**src/rtl/pn_seq_gen.sv**
```systemverilog
// pn_seq_gen -- pseudo-noise (m-sequence) chip generator.
//
// A Fibonacci LFSR advances once per rising edge of a rate reference chosen
// from the clock divider's level outputs. Each step emits one chip with a
// valid strobe, a frame-sync strobe on chip index 0, and the chip index.
// The divider outputs are sampled as synchronous levels in the clk domain.
//
// Ports:
//   clk        system clock, all logic on the rising edge
//   rst        asynchronous active-high reset
//   div_in     divider levels {/256, /16, /8, /2}, bit0 = /2
//   rate_sel   selects div_in[rate_sel] as the chip-rate reference
//   en         1 = advance on ticks, 0 = hold (ticks discarded)
//   seed_load  single-cycle request to load seed into the LFSR
//   seed       LFSR load value (all-zero is replaced by all-ones)
//   pn_out     current chip, registered
//   pn_valid   one-cycle strobe: new chip on pn_out
//   frame_sync one-cycle strobe with pn_valid for chip index 0
//   chip_idx   index of the chip on pn_out, 0 .. 2^N-2
//   lockup     sticky flag: an all-zero seed was replaced
module pn_seq_gen #(
  parameter int unsigned    N    = 7,
  parameter logic [N-1:0]   POLY = 7'b1100000
) (
  input  logic         clk,
  input  logic         rst,
  input  logic [3:0]   div_in,
  input  logic [1:0]   rate_sel,
  input  logic         en,
  input  logic         seed_load,
  input  logic [N-1:0] seed,
  output logic         pn_out,
  output logic         pn_valid,
  output logic         frame_sync,
  output logic [N-1:0] chip_idx,
  output logic         lockup
);

  localparam logic [N-1:0] LAST_IDX = N'((2 ** N) - 2);

  logic [N-1:0] state;
  logic [N-1:0] next_idx;
  logic         ref_q;
  logic         ref_d;
  logic [1:0]   rate_q;

  logic         sel_ref;
  logic         rate_chg;
  logic         tick;
  logic         step;
  logic         fb;

  always_comb begin
    sel_ref  = div_in[rate_sel];
    rate_chg = (rate_sel != rate_q);
    tick     = ref_q & ~ref_d & ~rate_chg;
    step     = tick & en & ~seed_load;
    fb       = ^(state & POLY);
  end

  // Rate detector. On a reference swap both history taps take the newly
  // selected sample, so the edge detector sees no transition across the swap;
  // copying the old ref_q into ref_d would let the old/new level difference
  // appear as a spurious rising edge one cycle later.
  always_ff @(posedge clk or posedge rst) begin
    if (rst) begin
      ref_q  <= 1'b0;
      ref_d  <= 1'b0;
      rate_q <= '0;
    end else begin
      rate_q <= rate_sel;
      ref_q  <= sel_ref;
      ref_d  <= rate_chg ? sel_ref : ref_q;
    end
  end

  // LFSR, chip output and strobes. A seed load takes priority over a tick.
  always_ff @(posedge clk or posedge rst) begin
    if (rst) begin
      state      <= '1;
      next_idx   <= '0;
      pn_out     <= 1'b0;
      pn_valid   <= 1'b0;
      frame_sync <= 1'b0;
      chip_idx   <= '0;
      lockup     <= 1'b0;
    end else begin
      pn_valid   <= 1'b0;
      frame_sync <= 1'b0;
      if (seed_load) begin
        next_idx <= '0;
        if (seed == '0) begin
          state  <= '1;
          lockup <= 1'b1;
        end else begin
          state <= seed;
        end
      end else if (step) begin
        pn_out     <= state[N-1];
        state      <= {state[N-2:0], fb};
        chip_idx   <= next_idx;
        next_idx   <= (next_idx == LAST_IDX) ? '0 : next_idx + 1'b1;
        pn_valid   <= 1'b1;
        frame_sync <= (next_idx == '0);
      end
    end
  end

endmodule

```
**config.mk**
```make
export PLATFORM = sky130hd
export DESIGN_NAME = pn_seq_gen
export DESIGN_NICKNAME = d
export VERILOG_FILES = /design/src/rtl/pn_seq_gen.sv
export SDC_FILE = /design/constraint.sdc
export NUM_CORES = 1
export LEC_CHECK = 0
export ABC_AREA = 1
export CAP_MARGIN = 0
export CORE_UTILIZATION = 45
export CTS_BUF_LIST = sky130_fd_sc_hd__clkbuf_4 sky130_fd_sc_hd__clkbuf_8 sky130_fd_sc_hd__clkbuf_16
export DETAILED_ROUTE_END_ITERATION = 8
export GPL_TIMING_DRIVEN = 0
export PLACE_DENSITY = 0.72
export SLEW_MARGIN = 15
export SYNTH_ARGS = -nofsm -noshare
export SYNTH_HDL_FRONTEND = slang
export SYNTH_SLANG_ARGS = --single-unit
```
**constraint.sdc**
```tcl
create_clock -name clk -period 3 [get_ports clk]
set_clock_uncertainty 0.1 [all_clocks]
set_input_delay 0.6 -clock clk [delete_from_list [all_inputs] [get_ports clk]]
set_output_delay 0.6 -clock clk [all_outputs]
set_load 0.005 [all_outputs]
```
# Word-level counts from Yosys, hierarchy flattened

Index checks and enable logic that the tools add are counted.

Output and inout port bits: 11
Bits of input ports: 17
Flip-flop bits (word level): 29
Latch bits: 0
Memory bits (writable): 0
Memories: 0
Word-level logic and storage cells: 40
ROM bits: 0

$add $sub $neg: 1
Multipliers: 0
Order comparisons: 1
Shifts and indexed selects: 0
Bitwise operators: 7
Reduce and logical (&&, ||, !) cells: 6
Mux-type cells: 13
Divide/modulo/power cells: 0
Equal/unequal tests: 2

Operators by type and width:

| kind                                                | count |
|---|---|
| two-way mux 7 bit                                   | 6 |
| zero test 7 bit                                     | 2 |
| adder 7 x 1 -> 7 bit (second input constant)        | 1 |
| == test 7 bit (second input constant)               | 1 |
| XOR reduction 7 bit                                 | 1 |
| two-way mux 1 bit                                   | 6 |
| bitwise AND 1 bit                                   | 4 |
| AND reduction 2 bit                                 | 2 |
| < comparator 2 x 3 -> 1 bit (second input constant) | 1 |
| NOT 1 bit                                           | 3 |
| binary-select mux 1 bit (select 2 bit)              | 1 |
| != test 2 bit                                       | 1 |
| nonzero test 2 bit                                  | 1 |

# Logic depth before layout (Yosys ltp)

Gate-level depths: netlist (run 1).

Word-level depth: 7
Mapped depth: 9
Gate-level depth less buffers: 8

# Least setup slack after synthesis (run 1)

OpenSTA, ideal clock, no wires.

Kind: input-to-reg
From: input port rate_sel[1]
To: register chip_idx[4]
Setup slack: 1509 ps
Stages on the path: 8
Arrival: 1274 ps
Data required time: 2783 ps
Setup time: 117 ps
Path buffers: 0
Cells stage by stage: inv_1 nand2_1 nand2_1 nand2_2 nor2_8 nand3_4 nand2_1 nand2_1

Longest elaborated chain between the ends: 6

RTL lines:

| what                                 | line | text |
|---|---|---|
| start: declaration                   | 28   | `input logic [1:0] rate_sel,` |
| != test 2 bit                        | 55   | `rate_chg = (rate_sel != rate_q);` |
| NOT 1 bit                            | 56   | `tick = ref_q & ~ref_d & ~rate_chg;` |
| bitwise AND 1 bit                    | 56   |  |
| bitwise AND 1 bit (2 in a row)       | 57   | `step = tick & en & ~seed_load;` |
| AND reduction 2 bit (no source line) | --   |  |
| end signal: assignment               | 101  | `chip_idx <= next_idx;` |
| end: declaration                     | 35   | `output logic [N-1:0] chip_idx,` |

No other way between the ends.
A chain may end at the register's enable or synchronous reset.

# Worst setup path in the final report (run 1)

From: register chip_idx[3]
To: output port chip_idx[3]

No word-level cell between the ends.

==> summary.txt, run 1 <==
Clock tree
  – H-Tree Depth: 2
  – Latest clock arrival within the worst-skew pair: between 300 and 400 ps
  – TritonCTS clock tree: yes
  – Hold buffers post-CTS: 0
  – Clock Tree Buf Depth: 2
  – Clock buffer count from CTS: 5
  – Clock root cell: clkbuf_4
  – Post-CTS Resized: 0
  – TritonCTS Sinks: 29
  – Setup repair bufs after CTS: 0
  – Clock slew at reported path FFs: about 90 ps

Synthesis
  – Ys async rst share: 100%
  – Post-synthesis sequential element count: 29
  – Post-synthesis cell type count: 23
  – Top cell type's share of synthesized area: between 30% and 40%
  – Ys flop type: dfrtp_1
  – Cell count after synthesis: about 210
  – Synth Area in Compound Gates: 3.24%
  – Post-Syn Area per Cell: 7.66 µm²
  – Synth area leader: dfrtp_1
  – Simple-gate share of the synthesized area: around 40%
  – Synthesized area: 0.00159 mm²
  – Mux share of post-synthesis cell area: 0%
  – Post-synth EDFFs: 0
  – Synth Warn #: 0
  – Most frequent cell after synthesis: nand2_1
  – Post-synthesis sequential area ratio: between 40% and 50%
  – Synth cell count leaders: nand2_1, nor2_1, dfrtp_1
  – Synth Area in XOR/XNOR: roughly 1.1%
  – Post-synthesis adder-cell area fraction: under 10%
  – Top post-synthesis cells by area: dfrtp_1, nand2_1, dfstp_2, nand3_1, nor2_1
  – Syn nets: 227
  – Main combinational cell family by area after synthesis: simple AND/OR/NAND/NOR gates

Worst setup path
  – Setup CP Type: register to output pin
  – Worst path required time: 2300 ps
  – Setup crit end kind: output pin
  – CP bufs+invs: 1
  – Startpoint Class: register
  – Max FO, Critical Path: 2
  – CP cell instances: clkdlybuf4s50_1
  – Max incr delay on CP: 510 ps
  – CP top delay family: buffers and inverters
  – CP max stage cell: clkdlybuf4s50_1
  – Arrival @ worst endpoint: approximately 1200 ps

Routing
  – # DRC: 0
  – Total Routed Length: 3070 µm
  – Routed Antenna Nets: 0
  – Drt via density: around 4.8
  – Number of DRC markers in iteration 0: 42
  – Drt wl/cell: around 11 µm
  – Initial DRT Pass Iterations: 4
  – Routed via count: between 1000 and 1500

Timing
  – Setup TNS Final: 0 ps
  – Slew margin rel.: 60.6%
  – Least-Margin Pin Slew: roughly 600 ps
  – Final hold slack: 370 ps
  – Post-layout min period: approximately 1900 ps
  – Final setup viols: 0
  – Final Hold Violating Endpoints: 0
  – Post-route clock period utilization: around 63%
  – RSZ-0062 raised after global routing: no
  – Fmax: 0.528 GHz
  – Final number of max-transition violations: 0

Pwr
  – PnR Total Power: between 700 and 800 µW
  – Gate power share: 15.0%
  – Clock power frac: 29.3%
  – Sw Ratio: a little over a quarter
  – Leak pwr: between 0.001 and 0.0015 µW
  – Peak VDD IR: around 0.00033 V
  – Int Pwr: 573 µW
  – Sequential fraction of design power: roughly 56%
  – Net Switching: roughly 210 µW
  – Power Dens Cells: 398 mW/mm²

GRT
  – First-pass GRT wire length: roughly 5200 µm
  – GRT Overall Usage: a little under a fifth
  – Largest net degree at the start of global routing: 30
  – Initial antenna violation count: 0
  – Number of global-route vias before repair: between 1000 and 1500
  – Global route overflow: 0

Layout
  – Antenna diode count: 0
  – Fin nets: roughly 260
  – Layout area overhead: 24.2%
  – Share of post-route cells with drive strength above 1: 13.6%
  – Post-route design area: 0.00197 mm²
  – Post-Layout Cell Count: 288

Hold path
  – Worst Hold Class: register to register

Place
  – Area post-placement: approximately 0.0019 mm²
  – Dpl cells: 280
  – Routability cong.: 0.836
  – DP HPWL: ~2300 µm
  – I/O Buffers: 27

Die
  – Die Area: between 0.003 and 0.004 mm²
  – IO Count: 28
  – Core box area: around 0.0034 mm²
  – Chip Height: ~60 µm
  – Starting Density: 47.1%
  – Row count: 21
  – Die X: 61.4 µm

Job
  – Max-Cap Viols: 0

Status
  – Status: finished, final reports clean
cell type report:
class                   instances  area [µm²]
plain buffers                   7        41.3
clock buffers                   6        45.0
clock inverters                 2        10.0
fillers                       340        1400
well taps                      46        57.6
inverters                      20        75.1
repair buffers                 27         270
flip-flops and latches         29         734
multi-input cells             151         734
worst paths after layout:
check / start / to / slack [ps] / cells past startpoint
min in group asynchronous: rst / rate_q[0] / 550 / 2
hold reg to reg: lockup / lockup / 370 / 2
hold / removal: lockup / lockup / 370 / 2
setup reg to reg: next_idx[0] / next_idx[3] / 1560 / 7
setup / recovery: chip_idx[3] / chip_idx[3] / 1110 / 1
max in group asynchronous: rst / next_idx[6] / 1870 / 2
cells by family (layout without fill, tap and decap cells):
| logic type | Yosys count | in the layout |
|---|---|---|
| DFF | 29 | 29 |
| buffers and inverters | 27 | 62 |
| xor gates and xnor gates | 2 | 2 |
| and+or+nand+nor | 136 | 136 |
| adders and majority gates | 3 | 3 |
| AOI/OAI and AO/OA | 10 | 10 |
layer usage:
layer / up-vias / wire (µm) / track usage (%)
met4: 0 / 51 / 6.67
li1: 727 / - / -
met3: 6 / 102 / 5.67
met5: - / 0 / 0
met2: 21 / 1400 / 30.7
met1: 630 / 1510 / 24.8
placed cells by master, fill, tap and decap left out, types with 2 or more instances in the layout:
master / n
nor3_1: 2
o21ai_0: 9
clkbuf_4: 6
clkinv_2: 2
nand3_1: 20
nand2_2: 4
buf_2: 6
nand2_1: 73
nor2_1: 23
inv_2: 2
ha_1: 3
inv_1: 17
dfrtp_1: 22
dfstp_2: 7
nand4_1: 9
clkdlybuf4s50_1: 27
stage by stage:
step | setup WS, ps | utilization, %
2_1_floorplan | 1510 | -
3_3_place_gp | 892 | 56.9
3_5_place_dp | 849 | 56.9
4_1_cts | 1100 | 58.5
5_1_grt | 1050 | 58.5
6_report | 1110 | 58.5
flip-flops by register name, summed over array words and instances, names as in the netlist:
| register | flops |
|---|---|
| chip_idx | 7 |
| frame_sync | 1 |
| lockup | 1 |
| next_idx | 7 |
| pn_out | 1 |
| pn_valid | 1 |
| rate_q | 2 |
| ref_d | 1 |
| ref_q | 1 |
| state | 7 |
power groups by stage:
stage / Combinational (µW) / Clock (µW) / Sequential (µW)
after floorplan: 72.0 / 0 / 441
after global placement: 116 / 0 / 442
after detailed placement: 119 / 0 / 444
after CTS: 119 / 236 / 436
after global routing: 135 / 254 / 439
final: 117 / 229 / 436
(Power assumes the default switching activity.)
==> inputs of run 2 (changes only) <==
- clock period: 3 -> 1.9 ns (I/O delays scaled with it)
==> results of run 2 <==
The final DEF is identical to that of run 1. Status: finished, final reports clean.
Among the figures that moved: setup slack after placement 849 ps -> -30.9 ps; clock-pin slew on the worst setup and hold paths 90 ps -> 80 ps; setup slack after layout 1110 ps -> 226 ps; hold slack 370 ps -> 330 ps; register-to-register setup slack 1560 ps -> 460 ps; total power 783 µW -> 1240 µW; worst IR drop on VDD 0.000332 V -> 0.000524 V
